===== config.mk =====
export PLATFORM = sky130hd
export DESIGN_NAME = ctrl_branch_unit
export DESIGN_NICKNAME = d
export VERILOG_FILES = /design/src/rtl/ctrl_branch_unit.sv
export SDC_FILE = /design/constraint.sdc
export NUM_CORES = 1
export LEC_CHECK = 0
export CORE_ASPECT_RATIO = 0.7
export CORE_UTILIZATION = 54
export CTS_CLUSTER_SIZE = 24
export DETAILED_ROUTE_END_ITERATION = 10
export PLACE_DENSITY = 0.85
export SYNTH_ARGS = -nofsm -noshare
export SYNTH_HDL_FRONTEND = slang
export SYNTH_SLANG_ARGS = --single-unit
export TNS_END_PERCENT = 50

===== constraint.sdc =====
create_clock -name clk -period 2.85 [get_ports clk]
set_clock_uncertainty 0.2 [all_clocks]
set_input_delay 0.285 -clock clk [delete_from_list [all_inputs] [get_ports clk]]
set_output_delay 0.285 -clock clk [all_outputs]
set_load 0.02 [all_outputs]

===== src/rtl/ctrl_branch_unit.sv =====
// ctrl_branch_unit: EX-stage branch/jump/call/return resolution with a return-address stack
module ctrl_branch_unit #(
    parameter int PROG_CTR_WID    = 10,
    parameter int RET_STACK_DEPTH = 4,
    parameter int RET_PTR_WID     = 2
) (
    input  logic                    clk,
    input  logic                    reset,
    input  logic                    valid_ID,
    input  logic [PROG_CTR_WID-1:0] prog_ctr_ID,
    input  logic [2:0]              br_op_ID,
    input  logic [PROG_CTR_WID-1:0] br_target_ID,
    input  logic                    flag_zero_EX,
    input  logic                    flag_carry_EX,
    output logic                    branch_taken_EX,
    output logic [PROG_CTR_WID-1:0] nxt_prog_ctr_EX,
    output logic                    flush_ID,
    output logic                    ret_stack_empty,
    output logic                    ret_stack_full,
    output logic                    stack_err
);
    localparam logic [2:0] OP_NONE = 3'b000;
    localparam logic [2:0] OP_JMP  = 3'b001;
    localparam logic [2:0] OP_BZ   = 3'b010;
    localparam logic [2:0] OP_BNZ  = 3'b011;
    localparam logic [2:0] OP_BC   = 3'b100;
    localparam logic [2:0] OP_BNC  = 3'b101;
    localparam logic [2:0] OP_CALL = 3'b110;
    localparam logic [2:0] OP_RET  = 3'b111;
    localparam logic [RET_PTR_WID:0]    CNT_ONE = 1;
    localparam logic [RET_PTR_WID:0]    CNT_MAX = (RET_PTR_WID+1)'(RET_STACK_DEPTH);
    localparam logic [PROG_CTR_WID-1:0] PC_ONE  = 1;

    logic                    valid_ex;
    logic [2:0]              op_ex;
    logic [PROG_CTR_WID-1:0] pc_ex;
    logic [PROG_CTR_WID-1:0] target_ex;
    logic [PROG_CTR_WID-1:0] stack [RET_STACK_DEPTH];
    logic [RET_PTR_WID:0]    cnt;
    logic                    cond;
    logic                    push;
    logic                    pop;
    logic                    err_set;
    logic [PROG_CTR_WID-1:0] top;

    assign ret_stack_empty = (cnt == '0);
    assign ret_stack_full  = (cnt == CNT_MAX);
    assign top             = stack[RET_PTR_WID'(cnt - CNT_ONE)];
    assign flush_ID        = branch_taken_EX;

    // Condition evaluation and redirect target for the op sitting in EX
    always_comb begin
        cond = (op_ex == OP_JMP || op_ex == OP_CALL) ? 1'b1 :
               (op_ex == OP_BZ)  ? flag_zero_EX :
               (op_ex == OP_BNZ) ? ~flag_zero_EX :
               (op_ex == OP_BC)  ? flag_carry_EX :
               (op_ex == OP_BNC) ? ~flag_carry_EX :
               (op_ex == OP_RET) ? ~ret_stack_empty : 1'b0;
        branch_taken_EX = valid_ex & cond;
        nxt_prog_ctr_EX = !branch_taken_EX ? '0 : (op_ex == OP_RET) ? top : target_ex;
        push    = branch_taken_EX & (op_ex == OP_CALL) & ~ret_stack_full;
        pop     = branch_taken_EX & (op_ex == OP_RET);
        err_set = valid_ex & (((op_ex == OP_CALL) & ret_stack_full) |
                              ((op_ex == OP_RET) & ret_stack_empty));
    end

    // ID->EX pipeline register; a taken branch squashes the instruction behind it
    always_ff @(posedge clk) begin
        if (reset) begin
            valid_ex  <= 1'b0;
            op_ex     <= OP_NONE;
            pc_ex     <= '0;
            target_ex <= '0;
        end else begin
            valid_ex  <= valid_ID & ~branch_taken_EX;
            op_ex     <= br_op_ID;
            pc_ex     <= prog_ctr_ID;
            target_ex <= br_target_ID;
        end
    end

    // Return-address stack push/pop and sticky overflow/underflow flag
    always_ff @(posedge clk) begin
        if (reset) begin
            cnt       <= '0;
            stack_err <= 1'b0;
            for (int i = 0; i < RET_STACK_DEPTH; i++) stack[i] <= '0;
        end else begin
            if (push) begin
                stack[RET_PTR_WID'(cnt)] <= pc_ex + PC_ONE;
                cnt <= cnt + CNT_ONE;
            end else if (pop) begin
                cnt <= cnt - CNT_ONE;
            end
            if (err_set) stack_err <= 1'b1;
        end
    end
endmodule


; ---- Word-level counts from Yosys, hierarchy flattened
; Memories as Yosys holds them, arrays and structs flattened.
; Cells that the tools add are included.
[classes]
eq_ne = 8
n_bitwise = 14
reduce_logical = 4
n_shift = 0
n_lt_le_gt_ge = 0
addsub = 3
mul = 0
div_mod_pow = 0
muxes = 18
[ops]
columns = op, n
row1 = $mux W10, 3
row2 = $eq A3 B3 Y1 const B, 5
row3 = $mux W1, 12
row4 = $add A10 B1 Y10 const B, 1
row5 = $reduce_or A10 Y1, 1
row6 = $and A1 B1 Y1, 8
row7 = $eq A3 B2 Y1 const B, 2
row8 = $mux W3, 2
row9 = $not A1 Y1, 5
row10 = $add A3 B1 Y3 const B, 1
row11 = $eq A3 B1 Y1 const B, 1
row12 = $logic_not A3 Y1, 1
row13 = $sub A3 B1 Y3 const B, 1
row14 = $mux W2, 1
row15 = $reduce_bool A2 Y1, 1
row16 = $logic_or A1 B1 Y1, 1
row17 = $or A1 B1 Y1, 1
[totals]
mem_count = 1
latch_bits = 0
in_bits = 28
mem_bits_ro = 0
output_inout_bits = 15
ramBits = 40
regBits = 28
[memory_table]
columns = memory, words, word_bits, rd, rd_ports_with_merged_regs, wr, line_no
row1 = stack, 4, 10, 1, 0, 4, 38  ; logic [PROG_CTR_WID-1:0] stack [RET_STACK_DEPTH];

; ---- Depth between registers and ports, before layout
; Gate-level depths: netlist of the first run.
[depth]
word_depth = 16
ltp_mapped = 10
ltp_nobuf = 6

; ---- Worst setup path before layout of the first run
; Ideal clock, no wire load.
[synth_path]
path_type = flip-flop to output port
start = reg cnt[0]
end = out nxt_prog_ctr_EX[0]
setup_slack_ns = 0.332
path_stages_with_launch = 10
n_path_buf = 3
arrival_ns = 2.033
path_cell_list = dfxtp_1 buf_2 buf_4 inv_1 ha_1 nand3b_1 a311oi_2 or2_1 buf_4 a21oi_1
[synth_between]
elab_chain_cells = 10
elab_cells_between_ends = 13
[synth_lines]
columns = element, line_no
row1 = start: declaration, 39  ; logic [RET_PTR_WID:0] cnt;
row2 = start signal: assignment, 91  ; cnt <= cnt + CNT_ONE;
row3 = start signal: assignment, 93  ; cnt <= cnt - CNT_ONE;
row4 = $logic_not A3 Y1, 46  ; assign ret_stack_empty = (cnt == '0);
row5 = $not A1 Y1, 58  ; (op_ex == OP_RET) ? ~ret_stack_empty : 1'b0;
row6 = $mux W1, 58
row7 = $mux W1, 57  ; (op_ex == OP_BNC) ? ~flag_carry_EX :
row8 = $mux W1, 56  ; (op_ex == OP_BC) ? flag_carry_EX :
row9 = $mux W1, 55  ; (op_ex == OP_BNZ) ? ~flag_zero_EX :
row10 = $mux W1, 54  ; (op_ex == OP_BZ) ? flag_zero_EX :
row11 = $mux W1, 53  ; cond = (op_ex == OP_JMP || op_ex == OP_CALL) ? 1'b1 :
row12 = $and A1 B1 Y1, 59  ; branch_taken_EX = valid_ex & cond;
row13 = $mux W10 *, 60  ; nxt_prog_ctr_EX = !branch_taken_EX ? '0 : (op_ex == OP_RET) ? top : target_ex;
row14 = end: declaration, 16  ; output logic [PROG_CTR_WID-1:0] nxt_prog_ctr_EX,
; Every way passes the cells marked *; elsewhere a longest branch is shown, timed or not.

; ---- Final worst setup path of the first run
[layout_path]
start = reg cnt[1]
end = out nxt_prog_ctr_EX[4]
; The elaborated chain is that of the path after synthesis.

==> results.yml, run 1 <==
final_layout:
  antennaDiodeCount: 0
  nets: 344
  drive_gt1_frac: 0.129
  seq_area_um2: 1760
  multiInputGateArea_um2: 1140
  area_delta_synth_final_pct: 23.8
  final_util: 0.703
  fillCellCount: 377
power_and_ir_drop:
  clkPwrFrac: 0.370
  internal-power_uw: 1600
  p_sw_uw: 434
  vdd_ir_drop_max_mv: 0.314
  sw_frac_of_total: 0.213
  seqPwrFrac: 0.540
  powerDensity_nw_per_um2: 545
  cellLeakagePower_uw: 0.00141
  combPwrFrac: 0.090
global_route:
  busiest_layer: "met2"
  grt_overflow_total: 0
  grt_util_met1: 0.323
  grtUsageMet3: 0.0657
  grt_max_degree: 35
  grt_pass1_vias: 2011
  grt_use_total: 0.238
  grt_pass1_wl_um: 10200
  grt_use_met2: 0.366
  antenna_found_initial: 0
timing:
  timing.final.hold_violations: 0
  slew_headroom: 0.593
  hold_ws_ns: 0.290
  slew_viol_final: 0
  setup_viol: 0
  min_period_ns: 2.73
  layout_worst_path_cycle_share: 0.957
  worst_slew_pin_slew_ns: 0.606
  fmax_mhz: 367
worst_setup_path:
  path_delay_family: "buffers and inverters"
  critPathSlowestCell: "a311oi_2"
  cp-end-kind: "output port"
  worstPathArrival_ns: 2.24
  critPathMaxStageDelay_ns: 0.41
  cp_max_fo: 12
  required_ns: 2.37
  start_kind: "flip-flop"
  worstPathCellList: "inv_1 > ha_1 > nand3b_1 > a311oi_2 > or2_1 > buf_12 > a21oi_1 > dlygate4sd2_1"
  path_class: "reg -> out"
  crit_buf_inv: 3
floorplanning:
  die_area_um2: 5890
  die_h_um: 64.5
  row_count: 22
  ioPinCount: 43
  die_x_um: 91.3
  fp.coreArea_um2: 5310
  start_util: 0.568
clock_tree:
  cts_root_buf: "clkbuf_8"
  clkSinkCount: 68
  htreeDepth: 3
  cts_tree: "yes"
  numCtsBuffers: 9
  cts_hold_buf: 0
  path_clk_slew_ns: 0.07
  clock_latency_ns: 0.33
  clockBufferDepth: 2
logic_synthesis:
  synthFlopType: "edfxtp_1"
  netlist_instances: 262
  synth_cell_type_count: 42
  syn_avg_cell_area_um2: 11.5
  syn_nets: 294
  synth_seq_cells: 68
  ys.warnings.count: 0
  synth_edf_count: 40
  syn-cell-area_um2: 3020
  async_flop_share: 0
  yosysSeqAreaShare: 0.584
route:
  first_pass_iters: 4
  vias: 2144
  wl_per_cell_um: 15.9
  via_per_inst: 5.51
  drt_iter0_drc: 233
  drc: 0
  ant_nets: 0
  routed_wirelength_um: 6170
worst_hold_path:
  hold_class: "reg -> reg"
place:
  hpwl_um: 4420
  numPortBuffers: 42
  place_congestion: 0.906
flow_run:
  drv_cap: 0
status:
  status: "completed"
==> synthesized netlist by cell type, types with 5 or more instances <==
| library cell | number | area, µm² |
|---|---|---|
| mux4_2 | 10 | 225 |
| nand3_1 | 6 | 30.0 |
| dfxtp_1 | 28 | 561 |
| inv_1 | 6 | 22.5 |
| a21oi_1 | 13 | 65.1 |
| nand2_1 | 26 | 97.6 |
| nor2b_1 | 25 | 156 |
| nor2_1 | 40 | 150 |
| nor3_1 | 5 | 25.0 |
| clkbuf_1 | 5 | 18.8 |
| buf_2 | 5 | 25.0 |
| edfxtp_1 | 40 | 1200 |
==> cells by family after synthesis <==
family,synth area share
compound gates,0.0597
xor+xnor,0.0203
fa+ha+maj,0.0166
buf+inv,0.0369
flops,0.584
mux,0.0817
simple gates,0.201
==> metal layers <==
layer  up-vias  part of all wire
li1       1007                 -
met1      1024              0.43
met2       107              0.46
met3         6             0.099
met4         0             0.013
met5         -                 0
==> repair_timing <==
item | in CTS | in global routing
cloned | 0 | 0
resized for setup | 11 | 1
setup endpoints to repair | 12 | 1
setup buffers | 0 | 2
pin swaps | 1 | 2
==> path summary, 6_finish.rpt <==
kind                            startpoint            endpoint  slack [ns]  depth (start not counted)
worst min register to register   stack_err           stack_err        0.29                          2
worst min-delay path             stack_err           stack_err        0.29                          2
worst max-delay path                cnt[1]  nxt_prog_ctr_EX[4]        0.12                          8
worst max register to register      cnt[1]         stack[3][4]        0.35                          6
==> sequential cells by signal, indices dropped and copies added, names as in the netlist <==
signal,flops
cnt,3
op_ex,3
pc_ex,10
stack,40
stack_err,1
target_ex,10
valid_ex,1
==> power groups by stage <==
stage / Combinational [µW] / Sequential, µW / Clock [µW]
2_1_floorplan: 103 / 1110 / 0
3_3_place_gp: 177 / 1120 / 0
4_1_cts: 182 / 1100 / 769
6_report: 182 / 1100 / 754
5_1_grt: 199 / 1100 / 814
3_5_place_dp: 183 / 1120 / 0
==> stage by stage <==
step           setup TNS (ns)  cell area [µm²]  setup WS [ns]  std cells  power, µW
3_5_place_dp                0             3540          0.127        371       1300
4_1_cts               -0.0313             3720        -0.0313        387       2050
5_1_grt                -0.208             3730        -0.0302        389       2120
2_1_floorplan               0             3020          0.332        262       1210
6_report                    0             3730          0.123        389       2040
3_3_place_gp                0             3540          0.188        371       1290
==> layout make-up <==
| type | instances | area share |
|---|---|---|
| clock inverters | 2 | 0.00938 |
| inverters | 7 | 0.00704 |
| multi-input cells | 172 | 0.306 |
| well taps | 72 | 0.0241 |
| clock buffers | 14 | 0.0409 |
| repair buffers | 54 | 0.140 |
| flip-flops and latches | 68 | 0.472 |
==> tightest hold or removal path, cell delays in order (launching register included) <==
cell	delay [ns]
dfxtp_1	0.34
a31oi_1	0.05
nor2_1	0.07
==> cells in the final DEF, fill, tap and decap left out, types with 5 or more instances in the layout <==
cell type and count:
nor3_1 5, nor2b_1 25, clkdlybuf4s50_1 30, edfxtp_1 40, nand2_1 26, inv_1 6
a21oi_1 13, nand3_1 6, buf_4 10, mux4_2 10, clkbuf_8 10, dlygate4sd2_1 11
dfxtp_1 28, nor2_1 40
Power figures use the tool's default switching activity.
==> run 2: changes to the inputs <==
--- a/config.mk
+++ b/config.mk
@@ -9,6 +9,7 @@
 export CORE_UTILIZATION = 54
 export CTS_CLUSTER_SIZE = 24
 export DETAILED_ROUTE_END_ITERATION = 10
+export GPL_ROUTABILITY_DRIVEN = 1
 export PLACE_DENSITY = 0.85
 export SYNTH_ARGS = -nofsm -noshare
 export SYNTH_HDL_FRONTEND = slang
==> results of run 2 <==
No change in the layout: final DEF, timing and power equal those of run 1.
